==> src/rtl/fetch_stage.sv <==
// Instruction fetch stage: single-outstanding imem requester feeding the IF/ID register,
// with a one-entry hold buffer for responses that land while decode is stalled.
module fetch_stage #(
    parameter logic [31:0] RESET_PC = 32'h0000_0000
) (
    input  logic        clk,
    input  logic        reset,
    output logic        imem_req_valid,
    input  logic        imem_req_ready,
    output logic [31:0] imem_req_addr,
    input  logic        imem_resp_valid,
    input  logic [31:0] imem_resp_data,
    input  logic        stall,
    input  logic        redirect_valid,
    input  logic [31:0] redirect_pc,
    input  logic        halt,
    output logic        if_id_valid,
    output logic [31:0] if_id_pc,
    output logic [31:0] if_id_inst,
    output logic        halted
);

    typedef enum logic [1:0] {FETCH, WAIT, HOLD, HALTED} state_t;

    state_t      state;
    logic [31:0] pc;
    logic [31:0] inflight_pc;
    logic [31:0] hold_pc;
    logic [31:0] hold_inst;
    logic        drop;
    logic        accept;
    logic        can_load;
    logic        unused_ok;

    assign imem_req_valid = (state == FETCH);
    assign imem_req_addr  = pc;
    assign halted         = (state == HALTED);
    assign accept         = imem_req_valid && imem_req_ready;
    assign can_load       = !if_id_valid || !stall;
    assign unused_ok      = ^redirect_pc[1:0];

    always_ff @(posedge clk or negedge reset) begin
        if (!reset) begin
            state       <= FETCH;
            pc          <= RESET_PC;
            inflight_pc <= '0;
            hold_pc     <= '0;
            hold_inst   <= '0;
            drop        <= 1'b0;
            if_id_valid <= 1'b0;
            if_id_pc    <= '0;
            if_id_inst  <= '0;
        end else if (state == HALTED) begin
            state <= HALTED;
        end else if (halt) begin
            state       <= HALTED;
            if_id_valid <= 1'b0;
            hold_pc     <= '0;
            hold_inst   <= '0;
            drop        <= 1'b0;
        end else if (redirect_valid) begin
            if_id_valid <= 1'b0;
            pc          <= {redirect_pc[31:2], 2'b00};
            case (state)
                // a request accepted in the redirect cycle is already in flight: drop its response
                FETCH: if (accept) begin
                    state <= WAIT;
                    drop  <= 1'b1;
                end
                WAIT: if (imem_resp_valid) begin
                    state <= FETCH;
                    drop  <= 1'b0;
                end else begin
                    drop <= 1'b1;
                end
                default: begin
                    state     <= FETCH;
                    hold_pc   <= '0;
                    hold_inst <= '0;
                end
            endcase
        end else begin
            case (state)
                FETCH: begin
                    if (!stall) if_id_valid <= 1'b0;
                    if (accept) begin
                        state       <= WAIT;
                        inflight_pc <= pc;
                        pc          <= pc + 32'd4;
                    end
                end
                WAIT: begin
                    if (imem_resp_valid && drop) begin
                        state <= FETCH;
                        drop  <= 1'b0;
                        if (!stall) if_id_valid <= 1'b0;
                    end else if (imem_resp_valid && can_load) begin
                        state       <= FETCH;
                        if_id_valid <= 1'b1;
                        if_id_pc    <= inflight_pc;
                        if_id_inst  <= imem_resp_data;
                    end else if (imem_resp_valid) begin
                        state     <= HOLD;
                        hold_pc   <= inflight_pc;
                        hold_inst <= imem_resp_data;
                    end else if (!stall) begin
                        if_id_valid <= 1'b0;
                    end
                end
                HOLD: if (!stall) begin
                    state       <= FETCH;
                    if_id_valid <= 1'b1;
                    if_id_pc    <= hold_pc;
                    if_id_inst  <= hold_inst;
                end
                default: state <= HALTED;
            endcase
        end
    end

endmodule

==> config.mk <==
export PLATFORM = sky130hd
export DESIGN_NAME = fetch_stage
export DESIGN_NICKNAME = d
export VERILOG_FILES = /design/src/rtl/fetch_stage.sv
export SDC_FILE = /design/constraint.sdc
export NUM_CORES = 1
export LEC_CHECK = 0
export ABC_AREA = 1
export CORE_MARGIN = 8
export CORE_UTILIZATION = 39
export DETAILED_ROUTE_END_ITERATION = 8
export HOLD_SLACK_MARGIN = 0.15
export SLEW_MARGIN = 20
export SYNTH_ARGS = -nofsm -noshare
export SYNTH_HDL_FRONTEND = slang
export SYNTH_SLANG_ARGS = --single-unit
==> constraint.sdc <==
create_clock -name clk -period 2.35 [get_ports clk]
set_clock_uncertainty 0.15 [all_clocks]
set_input_delay 0.3525 -clock clk [delete_from_list [all_inputs] [get_ports clk]]
set_output_delay 0.3525 -clock clk [all_outputs]
set_load 0.05 [all_outputs]
==> impl_metrics.json, run 1 <==
{
  "grt_pass1_vias": 7715,
  "synth_cell_type_count": 33,
  "cell_chain_critical_path": "clkdlybuf4s50_1",
  "ios": 170,
  "holdCritPathClass": "in -> async",
  "dominant_combinational_cell_family_by_area_after_synthesis": "simple AND/OR/NAND/NOR gates",
  "detailedPlacementHpwl_um": 17680,
  "worst_slew_margin_rel_pct": 59.25,
  "cellInternalPower_mw": 7.501,
  "tritoncts_num_sinks": 190,
  "crit_path_top_delay_cell": "clkdlybuf4s50_1",
  "synth-seq-area-share_pct": 52.08,
  "cp_data_required_time_ns": 1.85,
  "cts_htree_levels": 4,
  "power.net_switching_mw": 5.521,
  "worstSetupPathType": "reg -> out",
  "drv_slew": 0,
  "endpoint_kind": "output port",
  "clock_insertion_delay_worst_skew_ns": 0.42,
  "max_cap_viol_count": 0,
  "route.detailed.vias_per_inst": 4.903,
  "numPortBuffers": 165,
  "num-fill-cells": 2289,
  "outcome": "completed",
  "detail_route.iter0.violations": 925,
  "routed_wl_um": 25640,
  "sw_frac_of_total_pct": 42.40,
  "via_count": 8114,
  "setup_viol": 0,
  "worstPathBufferInverterCount": 1,
  "power_frac_clock_pct": 22.5,
  "synthMuxAreaShare_pct": 0.1234,
  "die_height_um": 169.0,
  "die_width_um": 169.0,
  "groute.usage.overall_pct": 18.20,
  "layout.cells.most_common": "nand2_1",
  "worst_setup_path_start_kind": "flop",
  "synth_compound_area_share_pct": 13.08,
  "std_cell_rows": 56,
  "number_of_remaining_drc_errors": 0,
  "first_pass_iters": 5,
  "final_antenna_net_count": 0,
  "layout-area-overhead-vs-synth_pct": 29.26,
  "worst_ir_drop_vdd_uv": 695.8,
  "finalHoldViolCount": 0,
  "syn-mean-instance-area_sq_um": 7.717,
  "clkTransAtPathRegs_ns": 0.07,
  "p_per_area_mw_per_mm2": 1104,
  "tightestPinTransition_ns": 0.6113,
  "fmax_mhz": 438.1,
  "post_synthesis_instance_area_sq_mm": 0.009129,
  "p_seq_share_pct": 37.6,
  "worst-endpoint-arrival_ns": 1.78,
  "global_route.overflow_total": 0,
  "cp_slowest_stage_delay_ns": 0.86,
  "yosys_warnings": 0,
  "antenna_found_initial": 0,
  "wire_per_inst_um": 15.49,
  "post_route_cells_drive_above_1_share_pct": 5.015,
  "path_delay_family": "buffers and inverters",
  "tns_ns": 0,
  "most-common-layout-cells": "447 x nand2_1, 190 x dfrtp_1, 161 x clkdlybuf4s50_1, 145 x nor2_1, 122 x o21ai_0",
  "die-area_sq_mm": 0.02856,
  "synthesis.instances": 1183,
  "place.gp.congestion": 0.8532,
  "detailedPlace.worstSlack_ns": 0.1440,
  "final_period_minus_worst_setup_slack_ns": 2.283,
  "power.share.combinational_pct": 39.9,
  "core_area_sq_mm": 0.02319,
  "ys_seq_elements": 190,
  "final_critical_path_setup_slack_ns": 0.06742,
  "grt_max_degree": 73,
  "grt_pass1_wl_um": 41900,
  "timing.critical_path.fanout_max": 7,
  "tritoncts": "done",
  "synthSimpleGateAreaFrac_pct": 27.54,
  "unrepaired_setup_endpoints_after_global_routing": "no",
  "cts_max_path_buffers": 2,
  "synth_xor_xnor_area_share_pct": 0.09594,
  "postCtsSetupBuffers": 0,
  "antenna_cells": 0,
  "cts_root_buf": "clkbuf_16",
  "post-route-period-util_pct": 97.13,
  "post_synth_fa_ha_maj_area_fraction_pct": 0.6853,
  "static_leakage_nw": 5.219,
  "final_net_count": 1401,
  "initial_core_util_pct": 39.36,
  "cts_made_buffers": 17
}
==> routing by layer <==
metal | track usage, % | share of wire (%) | vias up
met4 | 4.733 | 1.1 | 0
met1 | 26.86 | 50 | 3715
met5 | 0 | 0 | -
li1 | - | - | 4100
met2 | 26.29 | 42 | 280
met3 | 4.170 | 7.3 | 19
==> power groups by stage <==
stage          clock [mW]  sequential [mW]  combinational, mW
3_5_place_dp            0             4.94               5.22
6_report             2.93             4.89               5.20
3_3_place_gp            0             4.92               5.19
5_1_grt              3.13             5.03               5.60
2_1_floorplan           0             6.76               1.36
4_1_cts              3.01             4.89               5.24
==> final timing paths <==
path | from | slack, ns | cells past startpoint | endpoint
setup / recovery | imem_req_addr[26] | 0.07 | 1 | imem_req_addr[26]
max in group asynchronous | reset | 1.13 | 3 | hold_pc[27]
min in group clk | hold_pc[5] | 0.34 | 2 | hold_pc[5]
setup reg to reg | state[1] | 0.23 | 9 | if_id_pc[25]
hold reg to reg | hold_pc[5] | 0.34 | 2 | hold_pc[5]
hold / removal | reset | 0.27 | 2 | hold_inst[18]
==> metrics by stage <==
stage / util, % / instance area, sq um / power [mW] / cells / hold slack (ns)
4_1_cts: 50.87 / 11800 / 13.14 / 1655 / 0.2780
5_1_grt: 50.88 / 11800 / 13.75 / 1655 / 0.3174
3_5_place_dp: 48.27 / 11200 / 10.16 / 1624 / 0.1693
3_3_place_gp: 48.27 / 11200 / 10.12 / 1624 / 0.1664
6_report: 50.88 / 11800 / 13.02 / 1655 / 0.2723
2_1_floorplan: - / 9133 / 8.116 / 1184 / -0.09309
==> final cells by class <==
cell class                      instances  area [sq um]  share of cell area, %
Sequential cell                       190          4755                  40.29
Multi-Input combinational cell        868          3812                  32.31
Timing Repair Buffer                  191          2027                  17.18
Clock buffer                           17         425.4                  3.605
Tap cell                              319         399.1                  3.382
Inverter                               57         214.0                  1.813
Clock inverter                         13         167.7                  1.421
==> what timing repair did <==
action	4_1_cts	5_1_grt
setup endpoints to repair	1	1
hold endpoints to repair	190	0
resized for setup	1	1
hold buffers	1	0
pin swaps	0	0
==> synth_stat cells, drive strengths merged <==
| master | instances | share of area [%] |
|---|---|---|
| a31oi | 63 | 4.3 |
| nand3 | 35 | 2.0 |
| o21ai | 129 | 7.1 |
| mux2 | 1 | 0.12 |
| conb | 1 | 0.041 |
| inv | 56 | 2.3 |
| nor3 | 4 | 0.22 |
| nor3b | 1 | 0.082 |
| a22oi | 4 | 0.33 |
| o211a | 1 | 0.11 |
| nand3b | 4 | 0.33 |
| o22ai | 4 | 0.27 |
| ha | 5 | 0.69 |
| clkbuf | 31 | 1.3 |
| o211ai | 1 | 0.14 |
| dfrtp | 190 | 52 |
| nor2 | 148 | 6.3 |
| and2 | 2 | 0.14 |
| nand2 | 447 | 18 |
| xor2 | 1 | 0.096 |
| o21a | 1 | 0.082 |
| a21oi | 13 | 0.71 |
| nand4 | 2 | 0.14 |
| clkinv | 1 | 0.041 |
| buf | 38 | 2.7 |
==> logic make-up (layout without fill, tap and decap cells) <==
family | after synthesis | after routing
fa+ha+maj | 5 | 5
xor+xnor | 1 | 1
flops | 190 | 190
buf+inv | 126 | 278
mux | 1 | 1
simple gates | 643 | 643
other cells | 1 | 2
compound gates | 216 | 216
==> sequential cells by signal (all words and copies together) (netlist names) <==
signal and cells:
imem_req_addr 30, hold_pc 31, if_id_pc 31, drop 1, state 2, inflight_pc 30, hold_inst 32, if_id_valid 1
if_id_inst 32
Note: power is estimated with default switching activity, not from simulation.
==> run 2, diff against run 1 <==
- CORE_UTILIZATION: 39 -> 35
- SLEW_MARGIN: 20 -> default
==> impl_metrics.json, run 2 (synthesis results as in run 1) <==
{
  "outcome": "completed",
  "worst_setup_path_start_kind": "flop",
  "grt_max_degree": 73,
  "final_net_count": 1409,
  "final_period_minus_worst_setup_slack_ns": 2.278,
  "cell_chain_critical_path": "clkdlybuf4s50_1",
  "holdCritPathClass": "reg -> reg",
  "placement.cell_area_sq_mm": 0.01129,
  "largestRegisters": "hold_inst x32, if_id_inst x32",
  "finalHoldViolCount": 0,
  "max_cap_viol_count": 0,
  "p_per_area_mw_per_mm2": 1090,
  "unrepaired_setup_endpoints_after_global_routing": "no",
  "layout.cells.most_common": "nand2_1",
  "cts_root_buf": "clkbuf_16",
  "regToRegSetupSlack_ns": 0.30,
  "groute.usage.overall_pct": 16.40,
  "placed_cells": 1648,
  "postCtsSetupBuffers": 0,
  "detail_route.iter0.violations": 830,
  "timing.hold.ws_ns": 0.3346,
  "path_delay_family": "buffers and inverters",
  "cellInternalPower_mw": 7.340,
  "clock_insertion_delay_worst_skew_ns": 0.42,
  "post-route-period-util_pct": 96.95,
  "route.detailed.vias_per_inst": 4.879,
  "worstPathBufferInverterCount": 1,
  "worst_slew_margin_rel_pct": 50.69,
  "worst_ir_drop_vdd_uv": 802.1,
  "timing.critical_path.fanout_max": 6,
  "power.net_switching_mw": 5.607,
  "final_critical_path_setup_slack_ns": 0.07179,
  "final_cell_count_no_fill": 1681,
  "std_cell_rows": 59,
  "finalPower_mw": 12.95,
  "timing.critical_path.depth": 1,
  "tritoncts_num_sinks": 190,
  "cts_htree_levels": 4,
  "final_core_utilization_pct": 45.97,
  "tightestPinTransition_ns": 0.7397,
  "worst-endpoint-arrival_ns": 1.78,
  "setup_viol": 0,
  "power.share.combinational_pct": 40.2,
  "core_area_sq_mm": 0.02584,
  "place.gp.congestion": 0.8915,
  "critical_register_to_register_path_endpoint": "if_id_pc[25]",
  "tns_ns": 0,
  "static_leakage_nw": 5.249,
  "crit_path_top_delay_cell": "clkdlybuf4s50_1",
  "numPortBuffers": 165,
  "p_seq_share_pct": 37.8,
  "via_count": 8201,
  "layout-area-overhead-vs-synth_pct": 30.10,
  "tritoncts": "done",
  "die-area_sq_mm": 0.03151,
  "die_height_um": 177.5,
  "most-common-layout-cells": "447 x nand2_1, 190 x dfrtp_1, 160 x clkdlybuf4s50_1, 145 x nor2_1, 122 x o21ai_0",
  "ios": 170,
  "initial_core_util_pct": 35.33,
  "finished_layout_cell_area_sq_mm": 0.01188,
  "post_route_cells_drive_above_1_share_pct": 5.646,
  "cts_made_buffers": 17,
  "grt_pass1_wl_um": 41430,
  "wire_per_inst_um": 15.42,
  "detailedPlace.worstSlack_ns": 0.02107,
  "number_of_remaining_drc_errors": 0,
  "routed_wl_um": 25920,
  "fmax_mhz": 438.9,
  "antenna_cells": 0,
  "min_from": "hold_pc[5]",
  "clkTransAtPathRegs_ns": 0.07,
  "worstSetupPathType": "reg -> out",
  "die_width_um": 177.5,
  "endpoint_kind": "output port",
  "min_path_cells": 2,
  "cp_slowest_stage_delay_ns": 0.87,
  "timing.rr.start": "state[1]",
  "sw_frac_of_total_pct": 43.31,
  "power_frac_clock_pct": 21.9,
  "first_pass_iters": 5,
  "global_route.overflow_total": 0,
  "antenna_found_initial": 0,
  "cp_data_required_time_ns": 1.85,
  "rr_worst_depth": 10,
  "detailedPlacementHpwl_um": 18200,
  "whs_endpoint": "hold_pc[5]",
  "drv_slew": 0,
  "grt_pass1_vias": 7625,
  "cts_max_path_buffers": 2,
  "final_antenna_net_count": 0
}
run 2: changes by cell type in the layout (fill, tap and decap cells not counted):
cell | previous run | this run
clkinvlp_4 | 2 | 4
buf_4 | 12 | 19
dlymetal6s2s_1 | 1 | 2
inv_8 | 0 | 2
buf_12 | 14 | 15
clkdlybuf4s50_1 | 161 | 160
clkinv_4 | 4 | 3
clkbuf_8 | 1 | 2
clkinv_2 | 2 | 1
clkbuf_1 | 0 | 1
bufinv_16 | 3 | 1
run 2: worst max-delay path by stage:
| stage | from | end |
|---|---|---|
| floorplan | state[0] | imem_req_addr[14] |
| global placement | redirect_valid | if_id_inst[2] |
| detailed placement | redirect_valid | if_id_pc[25] |
| CTS | imem_req_addr[4] | imem_req_addr[4] |
| global route | imem_req_addr[24] | imem_req_addr[24] |
| finish | imem_req_addr[3] | imem_req_addr[3] |
run 2: final cells by class:
| class | instances | area [sq um] |
|---|---|---|
| Timing Repair Buffer | 199 | 2102 |
| Fill cell | 2573 | 13960 |
| Sequential cell | 190 | 4755 |
| Clock inverter | 13 | 131.4 |
| Tap cell | 335 | 419.2 |
| Multi-Input combinational cell | 868 | 3812 |
| Clock buffer | 19 | 442.9 |
| Inverter | 57 | 214.0 |
run 2: power groups by stage:
stage,registers (mW),clock network (mW),logic (mW)
after floorplan,6.76,0,1.36
after global placement,4.92,0,5.19
after detailed placement,4.95,0,5.23
after CTS,4.90,2.93,5.24
after global routing,5.03,3.06,5.58
final,4.90,2.84,5.21
run 2: routing by layer:
| layer | track usage, % | vias up | part of all wire [%] |
|---|---|---|---|
| met5 | 0 | - | 0 |
| met4 | 4.689 | 0 | 1.7 |
| met3 | 4.574 | 26 | 8.0 |
| met2 | 22.69 | 301 | 40 |
| met1 | 24.38 | 3759 | 50 |
| li1 | - | 4115 | - |
run 2: repair_timing:
action | CTS | global route
setup endpoints to repair | 1 | 2
gates resized for setup | 1 | 2
hold buffers | 1 | 0
hold endpoints to repair | 66 | 0
==> run 3, diff against run 2 <==
- CTS_BUF_LIST: default -> sky130_fd_sc_hd__clkbuf_16
- DONT_BUFFER_PORTS: default -> 1
==> impl_metrics.json, run 3 (synthesis results as in run 1) <==
{
  "final_cell_count_no_fill": 1609,
  "grt_pass1_wl_um": 40910,
  "cts_root_buf": "clkbuf_16",
  "timing.critical_path.fanout_max": 5,
  "most-common-layout-cells": "447 x nand2_1, 190 x dfrtp_1, 144 x nor2_1, 122 x o21ai_0, 71 x dlygate4sd3_1",
  "die_width_um": 177.5,
  "max_cap_viol_count": 0,
  "final_core_utilization_pct": 42.56,
  "cp_data_required_time_ns": 2.56,
  "grt_pass1_vias": 7492,
  "place.gp.congestion": 0.9079,
  "post_route_cells_drive_above_1_share_pct": 7.620,
  "p_per_area_mw_per_mm2": 1104,
  "worst_setup_path_start_kind": "flop",
  "antenna_found_initial": 1,
  "global_route.overflow_total": 0,
  "violations_in_the_final_reports": "hold timing",
  "cell_chain_critical_path": "ha_1 > nand3_1 > nor2_2 > xor2_1 > nor2_1 > dlygate4sd3_1 > o22ai_1",
  "finalHoldViolCount": 190,
  "placed_cells": 1502,
  "static_leakage_nw": 4.998,
  "largestRegisters": "hold_inst x32, if_id_inst x32",
  "endpoint_kind": "flop",
  "fmax_mhz": 464.0,
  "worst-endpoint-arrival_ns": 2.37,
  "die_height_um": 177.5,
  "holdCritPathClass": "in -> async",
  "critical_register_to_register_path_endpoint": "imem_req_addr[8]",
  "std_cell_rows": 59,
  "cts_made_buffers": 17,
  "post-route-period-util_pct": 91.71,
  "detailedPlacementHpwl_um": 17030,
  "crit_path_top_delay_cell": "dlygate4sd3_1",
  "cts_max_path_buffers": 2,
  "detail_route.iter0.violations": 750,
  "cp_slowest_stage_delay_ns": 0.55,
  "worstSetupPathType": "reg -> reg",
  "detailedPlace.worstSlack_ns": 0.1488,
  "clkTransAtPathRegs_ns": 0.08,
  "setup_viol": 0,
  "final_antenna_net_count": 0,
  "timing.rr.start": "imem_req_addr[3]",
  "groute.usage.overall_pct": 16.24,
  "placement.cell_area_sq_mm": 0.009653,
  "timing.hold.ws_ns": -0.5552,
  "tightestPinTransition_ns": 0.7334,
  "regToRegSetupSlack_ns": 0.19,
  "outcome": "finished with violations",
  "unrepaired_setup_endpoints_after_global_routing": "no",
  "wire_per_inst_um": 15.83,
  "rr_worst_depth": 7,
  "initial_core_util_pct": 35.33,
  "route.detailed.vias_per_inst": 4.909,
  "tritoncts_num_sinks": 190,
  "first_pass_iters": 6,
  "number_of_remaining_drc_errors": 0,
  "die-area_sq_mm": 0.03151,
  "core_area_sq_mm": 0.02584,
  "crit_end": "imem_req_addr[8]",
  "final_critical_path_setup_slack_ns": 0.1948,
  "routed_wl_um": 25470,
  "final_period_minus_worst_setup_slack_ns": 2.155,
  "layout.cells.most_common": "nand2_1",
  "drv_slew": 0,
  "worst_ir_drop_vdd_uv": 688.3,
  "num-fill-cells": 2579,
  "final_net_count": 1336,
  "finalPower_mw": 12.14,
  "timing.critical_path.depth": 7,
  "cts_htree_levels": 4,
  "startpoint": "imem_req_addr[3]",
  "worstPathBufferInverterCount": 1,
  "tritoncts": "done",
  "worst_slew_margin_rel_pct": 51.11,
  "ios": 170,
  "grt_max_degree": 191,
  "path_delay_family": "buffers and inverters",
  "numPortBuffers": 0,
  "via_count": 7899,
  "clock_insertion_delay_worst_skew_ns": 0.44,
  "finished_layout_cell_area_sq_mm": 0.01100,
  "layout-area-overhead-vs-synth_pct": 20.46,
  "tns_ns": 0
}
run 3: cell count changes in the layout (fill, tap and decap cells not counted), sizes merged:
cell | before | now
bufinv | 1 | 0
dlygate4sd2 | 1 | 0
clkbuf | 20 | 17
diode | 0 | 1
dlymetal6s2s | 2 | 0
clkdlybuf4s50 | 160 | 0
clkinv | 5 | 7
clkinvlp | 4 | 1
dlygate4sd3 | 1 | 71
dlymetal6s4s | 0 | 1
buf | 34 | 54
inv | 60 | 64
run 3: layer usage:
| metal | track usage (%) | wire length [um] | up-vias |
|---|---|---|---|
| met5 | 0 | 0 | - |
| met4 | 3.925 | 261 | 0 |
| met3 | 5.617 | 2410 | 18 |
| met2 | 24.01 | 10720 | 254 |
| met1 | 22.40 | 12080 | 3650 |
| li1 | - | - | 3977 |
run 3: layout make-up:
class | instances | area, sq um | area share, %
flip-flops and latches | 190 | 4755 | 43.24
multi-input cells | 868 | 3815 | 34.69
repair buffers | 126 | 1204 | 10.95
clock buffers | 17 | 425.4 | 3.868
well taps | 335 | 419.2 | 3.812
inverters | 57 | 214.0 | 1.946
clock inverters | 15 | 162.7 | 1.479
diodes | 1 | 2.502 | 0.02276
run 3: what timing repair did:
item	4_1_cts	5_1_grt
setup endpoints to repair	0	54
hold buffers	63	9
resized for setup	0	2
buffers inserted	0	2
hold endpoints to repair	290	202
run 3: worst min-delay path by stage:
stage,endpoint,start,cells past startpoint
6_report,hold_inst[21],reset,0
3_5_place_dp,if_id_inst[21],reset,0
2_1_floorplan,drop,reset,0
3_3_place_gp,if_id_inst[21],reset,0
5_1_grt,if_id_inst[21],reset,0
4_1_cts,if_id_inst[21],reset,0
run 3: where the power goes:
group | switching, mW | leakage (nW) | total, mW | internal, mW
sequential | 1.98 | 2.51 | 6.08 | 4.10
combinational | 2.16 | 2.20 | 3.18 | 1.02
clock | 1.45 | 0.285 | 2.88 | 1.43
